==> src/rtl/mux_select_arbiter_if.sv <==
// Handshake bundle between the round-robin arbiter, the 4:1 mux select bus and
// the downstream consumer. The arbiter uses the master view.
interface mux_select_arbiter_if;
    logic [3:0] req;
    logic       ready;
    logic [1:0] select;
    logic [3:0] grant;
    logic       valid;
    logic [3:0] ack;

    modport master (
        input  req,
        input  ready,
        output select,
        output grant,
        output valid,
        output ack
    );

    modport slave (
        output req,
        output ready,
        input  select,
        input  grant,
        input  valid,
        input  ack
    );
endinterface

==> src/rtl/mux_select_arbiter.sv <==
// Round-robin arbiter driving the 4:1 mux select bus with a per-owner transfer quantum.
// Optional macro MUX_ARB_PRIO0_EN: channel 0 wins every arbitration and ignores the quantum.
module mux_select_arbiter #(
    parameter int QUANTUM = 4
) (
    input  logic                  clk,
    input  logic                  rst,
    mux_select_arbiter_if.master  bus
);

    typedef enum logic {
        ST_IDLE,
        ST_GRANT
    } state_t;

    state_t     state_q, state_d;
    logic [1:0] select_q, select_d;
    logic [3:0] grant_q, grant_d;
    logic       valid_q, valid_d;
    logic [1:0] last_q, last_d;
    logic [3:0] beats_q, beats_d;

    logic [3:0] sel_onehot;
    logic [3:0] others;
    logic       own_req;
    logic       xfer;
    logic       may_extend;
    logic [1:0] base;
    logic [2:0] win;
    logic       do_load;

    // Returns {found, index}: first set bit of r searching upward from after+1.
    function automatic logic [2:0] pick(input logic [3:0] r, input logic [1:0] after);
        logic [2:0] res;
        logic [1:0] idx;
        res = 3'b000;
        for (int k = 4; k >= 1; k--) begin
            idx = after + 2'(k);
            if (r[idx]) begin
                res = {1'b1, idx};
            end
        end
`ifdef MUX_ARB_PRIO0_EN
        if (r[0]) begin
            res = 3'b100;
        end
`endif
        return res;
    endfunction

    generate
        for (genvar gi = 0; gi < 4; gi++) begin : g_sel_dec
            assign sel_onehot[gi] = (select_q == 2'(gi));
        end
    endgenerate

    assign xfer    = valid_q & bus.ready;
    assign others  = bus.req & ~sel_onehot;
    assign own_req = bus.req[select_q];
    assign base    = (state_q == ST_GRANT) ? select_q : last_q;
    assign win     = pick(bus.req, base);

`ifdef MUX_ARB_PRIO0_EN
    assign may_extend = (({1'b0, beats_q} + 5'd1) < 5'(QUANTUM)) || (select_q == 2'd0);
`else
    assign may_extend = (({1'b0, beats_q} + 5'd1) < 5'(QUANTUM));
`endif

    always_comb begin
        state_d  = state_q;
        select_d = select_q;
        grant_d  = grant_q;
        valid_d  = valid_q;
        last_d   = last_q;
        beats_d  = beats_q;
        do_load  = 1'b0;

        case (state_q)
            ST_IDLE: begin
                if (|bus.req) begin
                    do_load = 1'b1;
                end else begin
                    valid_d = 1'b0;
                    grant_d = 4'b0000;
                end
            end
            ST_GRANT: begin
                if (xfer && own_req && ((others == 4'b0000) || may_extend)) begin
                    // A lone requester keeps its count at zero so it never gets preempted later by stale beats.
                    beats_d = (others == 4'b0000) ? 4'd0 : beats_q + 4'd1;
                end else if (xfer || !own_req) begin
                    if (|bus.req) begin
                        do_load = 1'b1;
                    end else begin
                        state_d = ST_IDLE;
                        valid_d = 1'b0;
                        grant_d = 4'b0000;
                    end
                end
            end
            default: begin
                state_d = ST_IDLE;
                valid_d = 1'b0;
                grant_d = 4'b0000;
            end
        endcase

        if (do_load && win[2]) begin
            state_d  = ST_GRANT;
            select_d = win[1:0];
            grant_d  = 4'(4'b0001 << win[1:0]);
            valid_d  = 1'b1;
            last_d   = win[1:0];
            beats_d  = 4'd0;
        end
    end

    always_ff @(posedge clk or posedge rst) begin
        if (rst) begin
            state_q  <= ST_IDLE;
            select_q <= 2'd0;
            grant_q  <= 4'b0000;
            valid_q  <= 1'b0;
            last_q   <= 2'd3;
            beats_q  <= 4'd0;
        end else begin
            state_q  <= state_d;
            select_q <= select_d;
            grant_q  <= grant_d;
            valid_q  <= valid_d;
            last_q   <= last_d;
            beats_q  <= beats_d;
        end
    end

    assign bus.select = select_q;
    assign bus.grant  = grant_q;
    assign bus.valid  = valid_q;
    assign bus.ack    = xfer ? grant_q : 4'b0000;

endmodule
==> src/flat_wrapper.sv <==
// flat-port wrapper written by rule: the top's interface ports become plain ports
module mux_select_arbiter_flat 
#(
    parameter int QUANTUM = 4
)
  (clk, rst, bus_req, bus_ready, bus_select, bus_grant, bus_valid, bus_ack);
  mux_select_arbiter_if bus_i ();
  input  logic clk;
  input  logic rst;
  input wire logic [$bits(bus_i.req)-1:0] bus_req;
  input wire logic [$bits(bus_i.ready)-1:0] bus_ready;
  output wire logic [$bits(bus_i.select)-1:0] bus_select;
  output wire logic [$bits(bus_i.grant)-1:0] bus_grant;
  output wire logic [$bits(bus_i.valid)-1:0] bus_valid;
  output wire logic [$bits(bus_i.ack)-1:0] bus_ack;
  assign bus_i.req = bus_req;
  assign bus_i.ready = bus_ready;
  assign bus_select = bus_i.select;
  assign bus_grant = bus_i.grant;
  assign bus_valid = bus_i.valid;
  assign bus_ack = bus_i.ack;
  mux_select_arbiter #(.QUANTUM(QUANTUM)) u_core (.clk(clk), .rst(rst), .bus(bus_i));
endmodule
==> config.mk <==
export PLATFORM = sky130hd
export DESIGN_NAME = mux_select_arbiter_flat
export DESIGN_NICKNAME = d
export VERILOG_FILES = /design/src/rtl/mux_select_arbiter_if.sv /design/src/rtl/mux_select_arbiter.sv /design/src/flat_wrapper.sv
export SDC_FILE = /design/constraint.sdc
export NUM_CORES = 1
export LEC_CHECK = 0
export CELL_PAD_IN_SITES_DETAIL_PLACEMENT = 1
export CELL_PAD_IN_SITES_GLOBAL_PLACEMENT = 2
export CORE_ASPECT_RATIO = 0.7
export CORE_MARGIN = 2
export CORE_UTILIZATION = 32
export CTS_BUF_LIST = sky130_fd_sc_hd__clkbuf_2
export CTS_CLUSTER_DIAMETER = 60
export DETAILED_ROUTE_END_ITERATION = 16
export PLACE_DENSITY = 0.8
export SYNTH_ARGS = -nofsm -noshare
export SYNTH_HDL_FRONTEND = slang
export SYNTH_SLANG_ARGS = --single-unit
==> constraint.sdc <==
create_clock -name clk -period 2.15 [get_ports clk]
set_input_delay 0.3225 -clock clk [delete_from_list [all_inputs] [get_ports clk]]
set_output_delay 0.3225 -clock clk [all_outputs]
set_load 0.01 [all_outputs]
Word level (Yosys, flattened, before mapping)
Index checks and enable logic that the tools add are counted.
{ "op_classes": {"n_reduce_logical": 13, "magnitude_cmp": 6, "n_mux": 38, "eq_ne": 5, "bitwise_logic": 4, "addsub": 5, "n_shift": 1} }
{ "op_table": {"columns": ["operator", "count"], "rows": [
  ["$mux W4", 9],
  ["$mux W1", 16],
  ["$lt A2 B3 Y1 const B", 5],
  ["$mux W3", 4],
  ["$bmux W1 S2", 5],
  ["$pmux W4 S2", 1],
  ["$ne A3 B3 Y1 const B", 2],
  ["$add A4 B1 Y5 const B", 1],
  ["$lt A5 B3 Y1 const B", 1],
  ["$add A2 B2 Y2 const B", 2],
  ["$add A4 B1 Y4 const B", 1],
  ["$and A4 B4 Y4", 1],
  ["$eq A2 B2 Y1 const B", 2],
  ["$logic_not A4 Y1", 1],
  ["$not A4 Y4", 1],
  ["$pmux W1 S2", 2],
  ["$reduce_and A2 Y1", 2],
  ["$reduce_bool A2 Y1", 2],
  ["$reduce_or A4 Y1", 1],
  ["$shl A1 B2 Y4 const A", 1],
  ["$logic_and A1 B1 Y1", 3],
  ["$add A2 B1 Y2 const B", 1],
  ["$eq A2 B1 Y1 const B", 1],
  ["$logic_not A2 Y1", 1],
  ["other kinds (5)", 6]
]} }
{ "totals": {"word_cells": 78, "input_bits": 7, "output_inout_bits": 11, "register_bits": 14} }

Logic depth before layout (Yosys ltp)
{ "depth": {"depth_word": 11, "depth_mapped": 7, "ltp_nobuf": 6} }

Worst setup path after synthesis
Ideal clock, no wire load.
{ "synth_timing": {"path_type": "reg-to-reg", "startpoint": "register u_core.select_q[0] (netlist: u_core.bus.select[0])", "endpoint": "register u_core.select_q[0] (netlist: u_core.bus.select[0])", "path_stages_with_launch": 7, "path_slack_ns": 0.279, "setup_ns": 0.128, "path_buffers": 2, "t_required_ns": 2.022, "synth_period_minus_slack_ns": 1.871, "arrival_ns": 1.744, "path_cell_list": "dfrtp_1 > buf_6 > mux4_2 > and2_4 > buf_6 > o22ai_4 > mux2_1"} }
{ "synth_between": {"elab_chain_cells": 9, "elab_cells_between_ends": 34, "cone_classes": "3 x add/sub; 3 x eq/ne; 18 x mux; 2 x bitwise; 8 x reduce/logical"} }
{ "synth_lines": {"columns": ["item", "line_no", "rtl"], "rows": [
  ["start: declaration", "mux_select_arbiter.sv:17", "logic [1:0] select_q, select_d;"],
  ["start signal: assignment", "mux_select_arbiter.sv:128", "select_q <= select_d;"],
  ["parallel branches: the longest is 9 deep, another holds $add A2 B2 Y2", null, null]
]} }
Parallel ways; which one is timed is not known. The select of a mux whose other input is x is not followed.
A chain may end at the register's enable or synchronous reset.

Final worst setup path
{ "layout_timing": {"startpoint": "register u_core.beats_q[0]", "endpoint": "register u_core.grant_q[3] (netlist: u_core.bus.grant[3])"} }
{ "layout_between": {"elab_chain_cells": 9, "elab_cells_between_ends": 11, "cone_classes": "1 x add/sub; 1 x order compare; 2 x eq/ne; 3 x mux; 4 x reduce/logical"} }
{ "layout_lines": {"columns": ["item", "line_no", "rtl"], "rows": [
  ["start: declaration", "mux_select_arbiter.sv:21", "logic [3:0] beats_q, beats_d;"],
  ["start signal: assignment", "mux_select_arbiter.sv:132", "beats_q <= beats_d;"],
  ["$add A4 B1 Y5 (*)", "mux_select_arbiter.sv:66", "assign may_extend = (({1'b0, beats_q} + 5'd1) < 5'(QUANTUM));"],
  ["$lt A5 B3 Y1 (*)", "mux_select_arbiter.sv:66", null],
  ["$logic_or A1 B1 Y1 (*)", "mux_select_arbiter.sv:88", "if (xfer && own_req && ((others == 4'b0000) || may_extend)) begin"],
  ["$logic_and A1 B1 Y1 (*)", "mux_select_arbiter.sv:88", null],
  ["$mux W1", "mux_select_arbiter.sv:88", null],
  ["$pmux W1 S2", "mux_select_arbiter.sv:78", "case (state_q)"],
  ["$logic_and A1 B1 Y1", "mux_select_arbiter.sv:108", "if (do_load && win[2]) begin"],
  ["$ne A3 B3 Y1 (no source line)", null, null],
  ["$reduce_and A2 Y1 (no source line)", null, null],
  ["end signal: assignment", "mux_select_arbiter.sv:129", "grant_q <= grant_d;"],
  ["end: declaration", "mux_select_arbiter.sv:18", "logic [3:0] grant_q, grant_d;"]
]} }
Mark *: on every way between the ends. The rest lies on a longest branch, timed or not.

==> run summary <==
Largest net degree at the start of global routing: 15
Most Crowded Layer GR: met2
Worst-skew pair later-pin latency: 0.28 ns
Vias in the first global route: 827
Max-cap viol count: 0
Number of buffers created by CTS: 3
GR met3 Demand/Resource: 0.0508
Seq/Total Area, Yosys: 0.380
PnR worst setup slack: 0.233 ns
Max Fclk: 522 MHz
First-pass GRT wire length: 4000 um
Rel. slew slack: 0.657
Switching part of the total: 0.400
Root buffer cell: clkbuf_2
WP data required: 2.34 ns
Mux cell area share after synthesis: 0.0943
GP Congestion: 0.768
First-pass DRT Iterations: 4
Tot GR Track Use: 0.163
Share of layout cells above drive strength 1: 0.167
Crit-path max FO: 5
Detailed-route vias per instance: 5.22
Worst-path clk slew: 0.14 ns
Post-synthesis net count: 104
Hold crit path type: input port to asynchronous set/reset pin
Startpoint Class: flip-flop
Resize count post-CTS: 0
CP Capture Type: flip-flop
Clk pwr share: 0.104
Layout fillers: 325
Pre-CTS setup slack: 0.0129 ns
Via count: 814
VDD IR max: 0.480 mV
Switching Power: 0.512 mW
Fin crit period: 1.92 ns
Setup TNS: 0 ns
Combinational share of power: 0.518
Grt met1 use: 0.224
Average size of a mapped cell: 9.67 sq um
I/O Buffers: 17
Final core utilization: 0.421
Met2 usage: 0.237
Cells after Synth: 96
CTS tree: yes
FP Rows: 16
Post-synthesis adder-cell area fraction: 0.0135
Final Routed Wirelength: 2250 um
Initial Util: 0.334
Final period utilization: 0.892
Slew Limit Fails: 0
Endpoints failing setup: 0
Cell Int Power: 0.768 mW
Iter 0 DRT Violations: 31
# hold bufs at CTS: 0
Clock Sinks: 14
Chip width: 68.4 um
ANT cells: 0
Die ar.: 3360 sq um
Die Ht: 49.1 um
Seq pwr share: 0.378
DRC: 0
DPL Wire Length: 1870 um
Synthesized cell area: 928 sq um
CTS Buffer Depth: 2
Flops & latches, synth: 14
Area growth syn-to-layout: 26.1%
Yosys warnings: 0
Wire per inst: 14.4 um
Area share of xor/xnor cells in the synthesized design: 0
Synth Area in Simple Gates: 0.194
Static leakage: 0.505 nW
Skew final: 0.0119 ns
RSZ-0062 raised after global routing: false
Netlist cell types: 37
Initial antenna violation count: 0
Final Hold Viols: 0
Status: finished clean
Remaining global-route overflow: 0
CTS HTree Levels: 1
Boundary Pins: 18
Remaining antenna violation count after routing: 0
CP Class: flip-flop to flip-flop
CP arrival: 2.11 ns
Combinational family with the most area after synthesis: compound AO/OA/AOI/OAI gates
Setup Fix Bufs, Post-CTS: 0
Worst-Margin Slew: 0.514 ns
Core box area: 2780 sq um
Nets: 129
Synth Area in Compound Gates: 0.245
PD cells: 1090 nW/um^2
-- registers in the layout, summed over array words and instances, names as in the netlist --
name               cells
u_core.last_q          2
u_core.bus.select      2
u_core.state_q         1
u_core.bus.grant       4
u_core.beats_q         4
u_core.bus.valid       1
-- Yosys cell counts --
cell type	instances	area, sq um
nor3_1	2	10.0
ha_1	1	12.5
buf_4	2	15.0
a31oi_1	3	18.8
mux2i_1	2	20.0
nand4_1	1	6.26
mux2_1	4	45.0
o211ai_1	4	30.0
and2_4	1	8.76
o22ai_4	1	20.0
buf_6	2	22.5
a21bo_1	1	10.0
and2_1	3	18.8
a21oi_1	5	25.0
or2_2	1	6.26
a211oi_1	2	15.0
nor2_1	5	18.8
a22oi_1	1	7.51
dfstp_2	2	52.6
nor4_2	1	12.5
o21ai_0	2	10.0
buf_8	1	15.0
dfrtp_1	12	300
o21a_2	1	8.76
o21ai_1	3	15.0
o21a_1	1	7.51
nand2_1	8	30.0
nand3_1	1	5.00
nor3b_1	1	7.51
or3_1	1	6.26
and3_1	4	25.0
mux4_2	1	22.5
a21o_1	2	15.0
a21boi_1	1	7.51
o31ai_1	5	37.5
nand2b_1	4	25.0
inv_1	4	15.0
-- worst paths after layout --
| check | start | end | slack (ns) | cells after the start |
|---|---|---|---|---|
| setup / recovery | u_core.beats_q[0] | u_core.bus.grant[3] | 0.23 | 7 |
| hold / removal | rst | u_core.bus.valid | 0.35 | 2 |
| setup reg to reg | u_core.beats_q[0] | u_core.bus.grant[3] | 0.23 | 7 |
| hold reg to reg | u_core.beats_q[0] | u_core.beats_q[0] | 0.52 | 1 |
| max in group asynchronous | rst | u_core.last_q[0] | 1.42 | 2 |
| min in group clk | u_core.beats_q[0] | u_core.beats_q[0] | 0.52 | 1 |
-- per-stage QoR --
step,hold slack [ns],cells,area [sq um],power (mW)
after floorplan,0.210,96,928,0.919
after global placement,0.489,152,1150,1.14
after detailed placement,0.497,152,1150,1.16
after CTS,0.368,156,1170,1.29
after global routing,0.397,156,1170,1.41
final,0.350,156,1170,1.28
-- critical path, cell delays in order, from the launching register on --
cell and delay [ns]:
dfrtp_1 0.43, ha_1 0.22, and2_1 0.16, a21oi_1 0.21
o21ai_1 0.15, buf_4 0.18, o21a_2 0.22, o31ai_1 0.26
-- area by class of cell --
type | instances | area, sq um | area share
multi-input combinational | 73 | 508 | 0.434
timing repair buffer | 25 | 230 | 0.197
inverter | 4 | 15.0 | 0.0128
sequential | 14 | 353 | 0.301
clock buffer | 4 | 20.0 | 0.0171
tap | 36 | 45.0 | 0.0385
-- power by group through the flow --
| stage | Sequential, mW | Combinational, mW | Clock, mW |
|---|---|---|---|
| after floorplan | 0.462 | 0.458 | 0 |
| after CTS | 0.483 | 0.672 | 0.139 |
| after detailed placement | 0.489 | 0.668 | 0 |
| after global placement | 0.484 | 0.654 | 0 |
| final | 0.483 | 0.663 | 0.133 |
| after global routing | 0.508 | 0.742 | 0.155 |
-- metal layers --
layer,up-vias,wire (um)
met4,0,32
met5,-,0
li1,402,-
met2,17,1040
met1,391,1050
met3,4,120
-- placed cells by master, fill, tap and decap left out, drive strengths merged, types with 3 or more instances in the layout --
cell           synthesis  final
inv                    4      4
o21ai                  5      5
and3                   4      4
buf                    5      8
o211ai                 4      4
o31ai                  5      5
clkbuf                 0      4
clkdlybuf4s50          0     17
a31oi                  3      3
nor2                   5      5
nand2b                 4      4
a21oi                  5      5
mux2                   4      4
dfrtp                 12     12
nand2                  8      8
and2                   4      4
-- logic make-up (layout without fill, tap and decap cells) --
family | after synthesis | after routing
and+or+nand+nor | 33 | 33
AOI/OAI and AO/OA | 32 | 32
DFF | 14 | 14
buffers and inverters | 9 | 33
muxes | 7 | 7
adders and majority gates | 1 | 1
Note: power is estimated with default switching activity, not from simulation.
